## src/rtl/smc_bridge_pkg.sv

```systemverilog
// Shared definitions for the SMC AHB-lite to APB bridge: FSM states,
// AHB transfer/response codes and the register window geometry.
package smc_bridge_pkg;

    typedef enum logic [2:0] {
        ST_IDLE,
        ST_SETUP,
        ST_ACCESS,
        ST_ERR1,
        ST_ERR2
    } state_t;

    localparam logic [1:0] HTRANS_IDLE   = 2'b00;
    localparam logic [1:0] HTRANS_BUSY   = 2'b01;
    localparam logic [1:0] HTRANS_NONSEQ = 2'b10;
    localparam logic [1:0] HTRANS_SEQ    = 2'b11;

    localparam logic [1:0] HRESP_OKAY  = 2'b00;
    localparam logic [1:0] HRESP_ERROR = 2'b01;

    localparam logic [2:0] HSIZE_WORD = 3'b010;

    // Window: haddr[PADDR_W +: WIN_HI_BITS] must be zero; offsets live below PADDR_W.
    localparam int PADDR_W         = 5;
    localparam int WIN_HI_BITS_DEF = 7;

endpackage

```

## src/rtl/smc_ahb_apb_bridge.sv

```systemverilog
// AHB-lite slave to APB master bridge for the SMC register block.
// Legal word accesses inside the 32-byte window take SETUP+ACCESS; others get a two-cycle ERROR.
module smc_ahb_apb_bridge
    import smc_bridge_pkg::*;
#(
    parameter int WIN_HI_BITS = WIN_HI_BITS_DEF
) (
    input  logic                pclk,
    input  logic                preset,
    input  logic                hsel,
    input  logic [1:0]          htrans,
    input  logic                hwrite,
    input  logic [2:0]          hsize,
    input  logic [31:0]         haddr,
    input  logic [31:0]         hwdata,
    input  logic                hready_in,
    output logic                hready_out,
    output logic [1:0]          hresp,
    output logic [31:0]         hrdata,
    output logic                psel,
    output logic                penable,
    output logic                pwrite,
    output logic [PADDR_W-1:0]  paddr,
    output logic [31:0]         pwdata,
    input  logic [31:0]         prdata
);

    state_t state;
    logic   active;
    logic   accept;
    logic   legal;
    logic   unused_haddr;

    assign unused_haddr = ^haddr;

    assign active = (htrans == HTRANS_NONSEQ) || (htrans == HTRANS_SEQ);
    assign accept = hsel && active && hready_in && hready_out;
    assign legal  = (haddr[PADDR_W +: WIN_HI_BITS] == '0) && (hsize == HSIZE_WORD);

    // paddr/pwrite only load on a legal accept, so an address phase overlapping
    // ACCESS cannot disturb the transfer in flight, and errors leave them untouched.
    always_ff @(posedge pclk or posedge preset) begin
        if (preset) begin
            state  <= ST_IDLE;
            paddr  <= '0;
            pwrite <= 1'b0;
        end else begin
            case (state)
                ST_SETUP: state <= ST_ACCESS;
                ST_ERR1:  state <= ST_ERR2;
                default: begin
                    if (accept) begin
                        if (legal) begin
                            state  <= ST_SETUP;
                            paddr  <= haddr[PADDR_W-1:0];
                            pwrite <= hwrite;
                        end else begin
                            state <= ST_ERR1;
                        end
                    end else begin
                        state <= ST_IDLE;
                    end
                end
            endcase
        end
    end

    always_comb begin
        hready_out = 1'b1;
        hresp      = HRESP_OKAY;
        hrdata     = '0;
        psel       = 1'b0;
        penable    = 1'b0;
        pwdata     = '0;
        case (state)
            ST_SETUP: begin
                psel       = 1'b1;
                hready_out = 1'b0;
                pwdata     = hwdata;
            end
            ST_ACCESS: begin
                psel    = 1'b1;
                penable = 1'b1;
                pwdata  = hwdata;
                hrdata  = prdata;
            end
            ST_ERR1: begin
                hready_out = 1'b0;
                hresp      = HRESP_ERROR;
            end
            ST_ERR2: hresp = HRESP_ERROR;
            default: ;
        endcase
    end

endmodule

```

## config.mk

```make
export PLATFORM = sky130hd
export DESIGN_NAME = smc_ahb_apb_bridge
export DESIGN_NICKNAME = d
export VERILOG_FILES = /design/src/rtl/smc_bridge_pkg.sv /design/src/rtl/smc_ahb_apb_bridge.sv
export SDC_FILE = /design/constraint.sdc
export NUM_CORES = 1
export LEC_CHECK = 0
export CAP_MARGIN = 10
export CORE_AREA = 2 2 70 72
export CTS_CLUSTER_SIZE = 14
export DETAILED_ROUTE_END_ITERATION = 12
export DIE_AREA = 0 0 72 74
export GPL_TIMING_DRIVEN = 0
export PLACE_DENSITY = 0.94
export SYNTH_ARGS = -nofsm -noshare
export SYNTH_HDL_FRONTEND = slang
export SYNTH_SLANG_ARGS = --single-unit
```

## constraint.sdc

```tcl
create_clock -name pclk -period 2.98 [get_ports pclk]
set_clock_uncertainty 0.2 [all_clocks]
set_input_delay 0.596 -clock pclk [delete_from_list [all_inputs] [get_ports pclk]]
set_output_delay 0.596 -clock pclk [all_outputs]
set_load 0.05 [all_outputs]
```

## Word-level counts from Yosys, hierarchy flattened

Index checks and enable logic that the tools add are counted.

| storage, ports and cells | value |
|---|---|
| flip-flop bits (word level) | 9 |
| input port bits | 106 |
| output and inout bits | 75 |
| logic and storage cells | 30 |

| cells by class | value |
|---|---|
| eq/ne operators | 7 |
| multiplexer cells | 9 |
| bitwise operators | 1 |
| reductions and logical operators | 10 |

Operator list:

| operator | count |
|---|---|
| 2-to-1 mux 32 bit | 2 |
| equality test 3 x 2 -> 1 bit, second input constant | 3 |
| logical NOT 7 bit | 1 |
| case mux 3 bit (2 select lines) | 1 |
| OR reduction 2 bit | 3 |
| equality test 2 bit, second input constant | 2 |
| logical AND 1 bit | 4 |
| 2-to-1 mux 1 bit | 4 |
| equality test 3 x 1 -> 1 bit, second input constant | 1 |
| equality test 3 bit, second input constant | 1 |
| 2-to-1 mux 3 bit | 1 |
| AND reduction 3 bit | 1 |
| 2-to-1 mux 2 bit | 1 |
| logical OR 1 bit | 1 |
| inverter 1 bit | 1 |

## Logic depth before layout (Yosys ltp)

| logic depth | value |
|---|---|
| word-level depth | 7 |
| mapped depth | 4 |

## Worst setup path before layout

Ideal clock, no wire load.

| path | value |
|---|---|
| path type | register to output |
| start point | register state[0] |
| end point | output port pwdata[22] |
| arrival time | 1.536 ns |
| required time | 2.184 ns |
| setup slack | 0.648 ns |
| stages on the path, launching flop included | 5 |
| path buffers | 1 |
| cells stage by stage | dfrtp_1 xnor2_1 nor2_1 buf_2 and2_1 |

| between the ends | value |
|---|---|
| cells in the longest elaborated chain, start to end | 3 |
| elaborated cells between the ends (all ways) | 4 |

Ends and longest elaborated chain:

| element | line | RTL |
|---|---|---|
| start: declaration | smc_ahb_apb_bridge.sv:28 | `state_t state;` |
| start signal: assignment | smc_ahb_apb_bridge.sv:44 | `state <= ST_IDLE;` |
| start signal: assignment | smc_ahb_apb_bridge.sv:49 | `ST_SETUP: state <= ST_ACCESS;` |
| start signal: assignment | smc_ahb_apb_bridge.sv:50 | `ST_ERR1: state <= ST_ERR2;` |
| equality test 3 x 2 -> 1 bit / equality test 3 x 1 -> 1 bit (equally long branches) | smc_ahb_apb_bridge.sv:75 | `case (state)` |
| OR reduction 2 bit (no line) (*) | n/a |  |
| 2-to-1 mux 32 bit (*) | smc_ahb_apb_bridge.sv:75 |  |
| end: declaration | smc_ahb_apb_bridge.sv:24 | `output logic [31:0] pwdata,` |

Mark *: on every way between the ends. The rest lies on a longest branch, timed or not.

## Final worst setup path

| path | value |
|---|---|
| start point | register state[0] |
| end point | output port pwdata[31] |

The elaborated chain is that of the path after synthesis.

==> impl_results.md <==
- Status: completed
- Critical path class: reg -> out
- GRT Overall Usage: 13.9%
- Hold WC Path Type: reg -> reg
- VDD IR max: 155 uV
- Fin worst setup slack: 0.112 ns
- Worst R2R End: paddr[3]
- Layout area overhead: 193%
- Antenna Cells: 0
- Worst slew pin tran: 0.561 ns
- Post-Route WL: 4.01 mm
- Final-report hold violation count: 0
- First-pass GRT wire length: 5.83 mm
- RSZ-0062 raised after global routing: no
- Dpl ws: 0.0818 ns
- Max Slew Vio Count: 0
- Final nets: 372
- Overflow after GRT: 0
- Max_slew headroom: 62.7%
- Worst path arrival time: 2.07 ns
- Setup crit end: pwdata[31]
- Skew-Pair Late Insertion Delay: 0.23 ns
- Post-Syn Nets: 209
- Rows: 25
- DR vias: 1305
- TritonCTS clock tree: done
- Wire per inst: 12.6 um
- Initial antenna violation count: 0
- Syn_area_per_cell: 8.13 um2
- CP max stage cell: clkdlybuf4s50_1
- Final Util: 53.4%
- R2r startpoint: state[2]
- Peak Freq: 0.349 GHz
- Vias in the first global route: 1246
- R2R setup slack: 1.33 ns
- Post-synthesis register bit count: 9
- Input/output buffers: 158
- FF/Latch Area: 225 um2
- Die area: 5330 um2
- Core area: 4600 um2
- Detailed Routing Iterations Pass 1: 3
- Post-Place Cells: 315
- Hold buffer count at CTS: 0
- Io pins: 181
- Clk buf depth: 2
- Period utilization: 96.2%
- CTS H-Tree Depth: 1
- Antenna-violating nets left: 0
- Die Ht: 74 um
- Largest net degree at the start of global routing: 11
- Multi-input gate area: 566 um2
- Die X: 72 um
- Worst setup EP type: primary output
- CTS clock-pin slew for the worst setup and hold paths: 0.04 ns
- Vias/cell: 4.09
- Initial Utilization: 18.2%
- Ys Warns: 0
- Pwr Density: 290 nW/um2
- Crit-path cells: xnor2_1, nor2_1, and2_1, clkdlybuf4s50_1
- Worst reg-to-reg path cell count: 4
- Period minus WS final: 2.87 ns
- Total power: 0.711 mW
- Nature of the critical path startpoint: register
- Final weighted congestion in routability-driven placement: 0.752
- Post-synthesis sequential area ratio: 26.9%
- Fill cell count: 422
- Non-filler cells, final: 319
- Residual DRC: 0
- Synth unique cells: 18
- CP startpoint: state[0]
- Dpl hpwl: 3.65 mm
- Initial DRC count: 11
- CP peak stage delay: 0.80 ns
- Pleak: 1.26 nW
- Share of cells above drive strength 1: 8.30%
- Max-cap violation count: 0
- Num CTS Buffers: 3
- CP max FO: 6
- Root Buffer: clkbuf_8
- Setup tns final: 0 ns
- CP required: 2.18 ns
- Final setup fails: 0
- Post-Synthesis Cells: 103
- Synthesized cell area: 837 um2
- Clock sink total: 9
## synthesized netlist by cell type, drive strengths merged
cell type,count,area [um2]
nand2b,1,8.76
nor2,4,22.5
clkbuf,2,7.51
nand4,1,6.26
mux2,6,67.6
conb,1,3.75
buf,5,27.5
nand4b,1,8.76
and2,64,400
a21o,1,7.51
xnor2,1,8.76
inv,3,11.3
nor3,1,10.0
dfrtp,9,225
nor4,2,12.5
o2bb2ai,1,8.76
## power breakdown
part	switching, mW	internal, mW
logic	0.264	0.182
clock network	0.0447	0.0929
registers	0.00249	0.125
total	0.312	0.400
## worst min-delay path by stage
stage	startpoint	end	slack (ns)	cells after the start
after global routing	paddr[2]	paddr[2]	0.32	1
after global placement	pwrite	pwrite	0.29	1
after CTS	paddr[4]	paddr[4]	0.31	1
after floorplan	preset	paddr[0]	0.22	1
final	paddr[4]	paddr[4]	0.30	1
after detailed placement	paddr[4]	paddr[4]	0.30	1
## sequential cells by signal, indices dropped and copies added, names as in the netlist
signal / cells
paddr: 5
pwrite: 1
state: 3
## logic make-up (layout without fill, tap and decap cells)
kind of cell	Yosys count	after routing	share of synthesized area, %
buf+inv	10	172	5.53
other cells	1	1	0.448
simple gates	74	74	56.1
flops	9	9	26.9
mux	6	6	8.07
compound gates	2	2	1.94
xor+xnor	1	1	1.05
## critical path: cells and delay by family (launching register included)
family,cells,cell delay (ns)
flops,1,0.43
simple gates,2,0.47
xor+xnor,1,0.14
buf+inv,1,0.80
## layout make-up
class	instances	area share [%]
timing repair buffer	158	61.3
multi-input combinational	84	23.0
sequential	9	9.18
tap	54	2.75
clock buffer	4	1.84
buffer	7	1.43
inverter	3	0.459
## stage by stage
stage	hold slack, ns	area (um2)
6_report	0.305	2450
5_1_grt	0.322	2450
4_1_cts	0.308	2460
3_5_place_dp	0.298	2490
3_3_place_gp	0.289	2490
2_1_floorplan	0.224	837
## placed cells by master (no fill, tap or decap), drive strengths merged
master / n
xnor2: 1
clkdlybuf4s50: 97
inv: 3
nand4: 1
buf: 5
mux2: 6
nor3: 1
nand2b: 1
dlymetal6s2s: 2
clkbuf: 11
a21o: 1
nor4: 2
nand4b: 1
and2: 64
clkdlybuf4s15: 8
dfrtp: 9
nor2: 4
o2bb2ai: 1
conb: 1
dlygate4sd2: 46
## layer usage
| layer | share of wire (%) | GRT usage (%) |
|---|---|---|
| met4 | 0 | 3.14 |
| met5 | 0 | 0 |
| met2 | 52 | 26.3 |
| met1 | 34 | 14.6 |
| met3 | 14 | 5.15 |
## repair_timing
action / 4_1_cts / 5_1_grt
setup endpoints to repair: 59 / 15
pin swaps: 0 / 0
gates resized for setup: 59 / 20
buffers inserted: 0 / 0
endpoints found under the hold margin: 0 / 0
(Power assumes the default switching activity.)
